$ cat src/rtl/serial_sub_decoder_if.sv
`default_nettype none
// ============================================================================
// Module   : serial_sub_decoder_if
// Brief    : Serial word stream in, recovered word/borrow/valid out.
// Revision : 1.0
// ============================================================================
interface serial_sub_decoder_if #(
    parameter int WIDTH = 8
);
    logic             start;
    logic             s;
    logic             y;
    logic             busy;
    logic             x_bit;
    logic [WIDTH-1:0] x_word;
    logic             borrow_out;
    logic             valid;

    modport master (
        output start, s, y,
        input  busy, x_bit, x_word, borrow_out, valid
    );

    modport slave (
        input  start, s, y,
        output busy, x_bit, x_word, borrow_out, valid
    );
endinterface
`default_nettype wire

$ cat src/rtl/serial_sub_decoder.sv
`default_nettype none
// ============================================================================
// Module   : serial_sub_decoder
// Brief    : Bit-serial subtractor recovering x = s - y (mod 2^WIDTH), LSB first.
// Revision : 1.0
// ============================================================================
module serial_sub_decoder #(
    parameter int WIDTH = 8
) (
    input  logic                 clk,
    input  logic                 rst_n,
    serial_sub_decoder_if.slave  bus
);
    localparam int               CNT_W = (WIDTH > 2) ? $clog2(WIDTH) : 1;
    localparam logic [CNT_W-1:0] LAST  = CNT_W'(WIDTH - 1);

    typedef enum logic [0:0] {
        IDLE  = 1'b0,
        SHIFT = 1'b1
    } state_t;

    state_t           state;
    logic [CNT_W-1:0] cnt;
    logic             b;
    logic [WIDTH-1:0] sh;
    logic             busy_r;
    logic             x_bit_r;
    logic [WIDTH-1:0] x_word_r;
    logic             borrow_r;
    logic             valid_r;

    logic             consume;
    logic             b_in;
    logic             d;
    logic             b_next;
    logic [WIDTH-1:0] sh_next;

    // A start cycle is always bit 0 of a fresh word, so the incoming borrow is cleared.
    assign consume = bus.start || (state == SHIFT);
    assign b_in    = bus.start ? 1'b0 : b;
    assign d       = bus.s ^ bus.y ^ b_in;
    assign b_next  = (~bus.s & bus.y) | (~(bus.s ^ bus.y) & b_in);
    assign sh_next = {d, sh[WIDTH-1:1]};

    always_ff @(posedge clk or negedge rst_n) begin
        if (!rst_n) begin
            state    <= IDLE;
            cnt      <= '0;
            b        <= 1'b0;
            sh       <= '0;
            busy_r   <= 1'b0;
            x_bit_r  <= 1'b0;
            x_word_r <= '0;
            borrow_r <= 1'b0;
            valid_r  <= 1'b0;
        end else begin
            valid_r <= 1'b0;
            if (consume) begin
                x_bit_r <= d;
                sh      <= sh_next;
                b       <= b_next;
            end
            if (bus.start) begin
                // Also covers an abort: the partial word is simply dropped.
                state  <= SHIFT;
                cnt    <= CNT_W'(1);
                busy_r <= 1'b1;
            end else if (state == SHIFT) begin
                if (cnt == LAST) begin
                    state    <= IDLE;
                    cnt      <= '0;
                    busy_r   <= 1'b0;
                    x_word_r <= sh_next;
                    borrow_r <= b_next;
                    valid_r  <= 1'b1;
                end else begin
                    cnt <= cnt + CNT_W'(1);
                end
            end
        end
    end

    assign bus.busy       = busy_r;
    assign bus.x_bit      = x_bit_r;
    assign bus.x_word     = x_word_r;
    assign bus.borrow_out = borrow_r;
    assign bus.valid      = valid_r;
endmodule
`default_nettype wire
$ cat src/flat_wrapper.sv
// flat-port wrapper written by rule: the top's interface ports become plain ports
module serial_sub_decoder_flat 
#(
    parameter int WIDTH = 8
)
  (clk, rst_n, bus_start, bus_s, bus_y, bus_busy, bus_x_bit, bus_x_word, bus_borrow_out, bus_valid);
  serial_sub_decoder_if #(.WIDTH(WIDTH)) bus_i ();
  input  logic clk;
  input  logic rst_n;
  input wire logic [$bits(bus_i.start)-1:0] bus_start;
  input wire logic [$bits(bus_i.s)-1:0] bus_s;
  input wire logic [$bits(bus_i.y)-1:0] bus_y;
  output wire logic [$bits(bus_i.busy)-1:0] bus_busy;
  output wire logic [$bits(bus_i.x_bit)-1:0] bus_x_bit;
  output wire logic [$bits(bus_i.x_word)-1:0] bus_x_word;
  output wire logic [$bits(bus_i.borrow_out)-1:0] bus_borrow_out;
  output wire logic [$bits(bus_i.valid)-1:0] bus_valid;
  assign bus_i.start = bus_start;
  assign bus_i.s = bus_s;
  assign bus_i.y = bus_y;
  assign bus_busy = bus_i.busy;
  assign bus_x_bit = bus_i.x_bit;
  assign bus_x_word = bus_i.x_word;
  assign bus_borrow_out = bus_i.borrow_out;
  assign bus_valid = bus_i.valid;
  serial_sub_decoder #(.WIDTH(WIDTH)) u_core (.clk(clk), .rst_n(rst_n), .bus(bus_i));
endmodule
$ cat config.mk
export PLATFORM = sky130hd
export DESIGN_NAME = serial_sub_decoder_flat
export DESIGN_NICKNAME = d
export VERILOG_FILES = /design/src/rtl/serial_sub_decoder_if.sv /design/src/rtl/serial_sub_decoder.sv /design/src/flat_wrapper.sv
export SDC_FILE = /design/constraint.sdc
export NUM_CORES = 1
export LEC_CHECK = 0
export CAP_MARGIN = 20
export CORE_MARGIN = 2
export CORE_UTILIZATION = 45
export CTS_CLUSTER_SIZE = 30
export DETAILED_ROUTE_END_ITERATION = 6
export GPL_TIMING_DRIVEN = 0
export PLACE_DENSITY = 0.69
export SLEW_MARGIN = 20
export SYNTH_ARGS = -nofsm -noshare
export SYNTH_HDL_FRONTEND = slang
export SYNTH_SLANG_ARGS = --single-unit
$ cat constraint.sdc
create_clock -name clk -period 1.9 [get_ports clk]
set_input_delay 0.475 -clock clk [delete_from_list [all_inputs] [get_ports clk]]
set_output_delay 0.475 -clock clk [all_outputs]
set_load 0.05 [all_outputs]
==> summary.md, run 1 <==
| Metric | Value |
|---|---|
| Status | `finished, final reports clean` |
| Io pins | `17` |
| Period minus WS final | `1.732 ns` |
| Total congestion overflow | `0` |
| Crit-path leading delay family | `buffers and inverters` |
| Vias in the first global route | `576` |
| PnR Total Power | `1491 uW` |
| Crit path capture type | `primary output` |
| Critical path type | `register to primary output` |
| CTS sink cnt | `23` |
| Post-synthesis register bit count | `23` |
| Ys async rst share | `100.0%` |
| Slowest stage delay, CP | `0.54 ns` |
| CTS tree | `built` |
| Top fanout value on the critical path | `4` |
| Max Fclk | `577.4 MHz` |
| FF-to-FF setup slack | `0.37 ns` |
| Clock root buffer | `clkbuf_4` |
| Gpl congestion | `0.6542` |
| CORE AREA | `2170 um2` |
| Antenna Cells | `0` |
| Fin. Hold Viols | `0` |
| Via/cell ratio | `4.717` |
| Drt first pass iters | `3` |
| Max cap viols | `0` |
| Fin Clk Skew | `0.003061 ns` |
| Initial core utilization | `46.66%` |
| Area grow syn2layout | `19.04%` |
| Fin Setup TNS | `0 ns` |
| Cells taking the most area after synthesis | `dfrtp_1 (57%), mux2_4 (12%), mux2_2 (7.8%)` |
| Req. time, crit path | `1.42 ns` |
| Crit. path cell count | `1` |
| DP Worst Slack | `0.1177 ns` |
| Final hold slack | `0.1187 ns` |
| Fin crit share | `91.16%` |
| Inserted Clock Buffers | `3` |
| Cells after Synth | `66` |
| Pins Over Slew Limit | `0` |
| Most frequent cell after synthesis | `dfrtp_1` |
| Cell Area, Synth | `1012 um2` |
| WL/cell | `11.97 um` |
| Gates resized, CTS repair | `12` |
| RSZ-0062 raised after global routing | `false` |
| Max-slew headroom | `66.76%` |
| Dominant synthesized flop cell | `dfrtp_1` |
| Row cnt | `17` |
| Top cell type by total area after synthesis | `dfrtp_1` |
| DIE HEIGHT | `51.43 um` |
| 1st-iter DRT viols | `1` |
| Die ar. | `2645 um2` |
| R2r startpoint | `u_core.cnt[0]` |
| Routed wire length | `1.353 mm` |
| Worst path slowest cell | `dlygate4sd2_1` |
| Pwr dens | `1238 nW/um2` |
| Startpoint types | `register` |
| Largest net degree at the start of global routing | `24` |
| Die width | `51.43 um` |
| Maximum vdd drop | `0.0006408 V` |
| Antenna Violating Nets Remaining | `0` |
| Critical Path, Cell by Cell | `dlygate4sd2_1` |
| Worst Tran Pin Value | `0.4986 ns` |
| Share of cells above drive strength 1 | `29.41%` |
| Initial antenna violation count | `0` |
| Clk buf depth | `2` |
| Total number of vias | `533` |
| Final net count | `95` |
| Yosys cell types | `20` |
| Setup Buffers After CTS | `0` |
| Filler cells | `200` |
| First-pass GRT wire length | `2.470 mm` |
| # DRC | `0` |
| H-Tree Depth | `1` |
| Syn avg cell area | `15.34 um2` |
| Detailed placement HPWL | `949.1 um` |
| Top cells by count, synth | `dfrtp_1 (23), mux2_4 (8), mux2_2 (7)` |
| Reg2reg end | `u_core.bus.x_word[0]` |
| Hold_buf cts | `0` |
| Worst-path clk slew | `0.12 ns` |
| Worst reg2reg path depth | `5` |
| Clk_lat worst skew | `0.30 ns` |
| Final worst slack | `0.1680 ns` |
| Leakage Power | `0.0006127 uW` |
| Multi-input gate area | `391.6 um2` |
| Crit path DAT | `1.26 ns` |
| FF+latch area | `575.6 um2` |
| Total GRT Usage | `12.98%` |
| Final setup violating endpoints | `0` |
| Worst min path class | `primary input to async pin` |
| Share of the synthesized area in the top cell type | `56.86%` |
| EDFF count, synth | `0` |
| Yosys warns | `0` |
| Sequential share of the synthesized area | `56.86%` |
| Syn Nets | `75` |
| Critical path buffers and inverters | `1` |
| Number of port buffers | `15` |
==> registers in the layout, summed over array words and instances, names as in the netlist <==
name,cells
u_core.bus.busy,1
u_core.b,1
u_core.bus.borrow_out,1
u_core.bus.x_bit,1
u_core.state,1
u_core.bus.x_word,8
u_core.cnt,3
u_core.sh,6
u_core.bus.valid,1
==> cell usage in the layout, fill, tap and decap left out, types with 2 or more instances in the layout <==
master and count:
nor2b_1 2, ha_1 3, clkdlybuf4s50_1 2, dfrtp_1 23, mux2_4 8, mux2_2 7, mux2i_1 3, dlygate4sd2_1 12
clkbuf_4 3, nor2_1 2, buf_6 2, a21o_1 2, inv_1 4
==> layer usage <==
metal  share of wire (%)  up-vias  wire length, um  GRT usage [%]
li1                    -      258                -              -
met1                  51      257              689          18.55
met2                  42       14              573          17.95
met3                 4.4        4               59          2.632
met4                 2.2        0               30          7.895
met5                   0        -                0              0
==> per-stage QoR <==
| stage | utilization, % | instances | instance area (um2) |
|---|---|---|---|
| 2_1_floorplan | - | 66 | 1012 |
| 3_3_place_gp | 55.19 | 109 | 1197 |
| 6_report | 55.54 | 113 | 1205 |
| 4_1_cts | 55.77 | 113 | 1210 |
| 5_1_grt | 55.54 | 113 | 1205 |
| 3_5_place_dp | 55.19 | 109 | 1197 |
==> worst max path at each step <==
stage,end,startpoint,slack [ns]
floorplan,u_core.bus.borrow_out,u_core.cnt[0],0.46
global placement,u_core.bus.borrow_out,bus_s,0.12
detailed placement,u_core.bus.borrow_out,bus_s,0.12
CTS,bus_x_bit,u_core.bus.x_bit,0.14
global route,bus_x_bit,u_core.bus.x_bit,0.12
finish,bus_x_bit,u_core.bus.x_bit,0.17
==> where the power goes <==
group / internal (uW) / leakage [uW] / total [uW] / switching [uW]
clock network: 78.5 / 0.0000177 / 216 / 137
registers: 610 / 0.000278 / 675 / 65.7
logic: 226 / 0.000317 / 600 / 374
total: 914 / 0.000613 / 1490 / 577
==> final cells by class <==
| cell class | instances | share of cell area, % |
|---|---|---|
| inverters | 4 | 1.246 |
| multi-input cells | 36 | 32.50 |
| clock inverters | 1 | 0.4154 |
| well taps | 28 | 2.908 |
| clock buffers | 3 | 1.869 |
| flip-flops and latches | 23 | 47.77 |
| repair buffers | 15 | 10.80 |
| plain buffers | 3 | 2.492 |
==> cell families (layout without fill, tap and decap cells) <==
family	Yosys count	in the layout	synth area share, %
AOI/OAI and AO/OA	4	4	2.842
adders and majority gates	4	4	5.687
buffers and inverters	7	26	4.450
DFF	23	23	56.86
muxes	18	18	22.62
and+or+nand+nor	10	10	7.541
Note: power is estimated with default switching activity, not from simulation.
==> run 2: changes to the inputs <==
--- a/config.mk
+++ b/config.mk
@@ -8,7 +8,7 @@
 export CAP_MARGIN = 20
 export CORE_MARGIN = 2
 export CORE_UTILIZATION = 45
-export CTS_CLUSTER_SIZE = 30
+export CTS_CLUSTER_SIZE = 24
 export DETAILED_ROUTE_END_ITERATION = 6
 export GPL_TIMING_DRIVEN = 0
 export PLACE_DENSITY = 0.69
==> results of run 2 <==
Same layout as run 1: the final DEF is identical, and so are final timing and power.
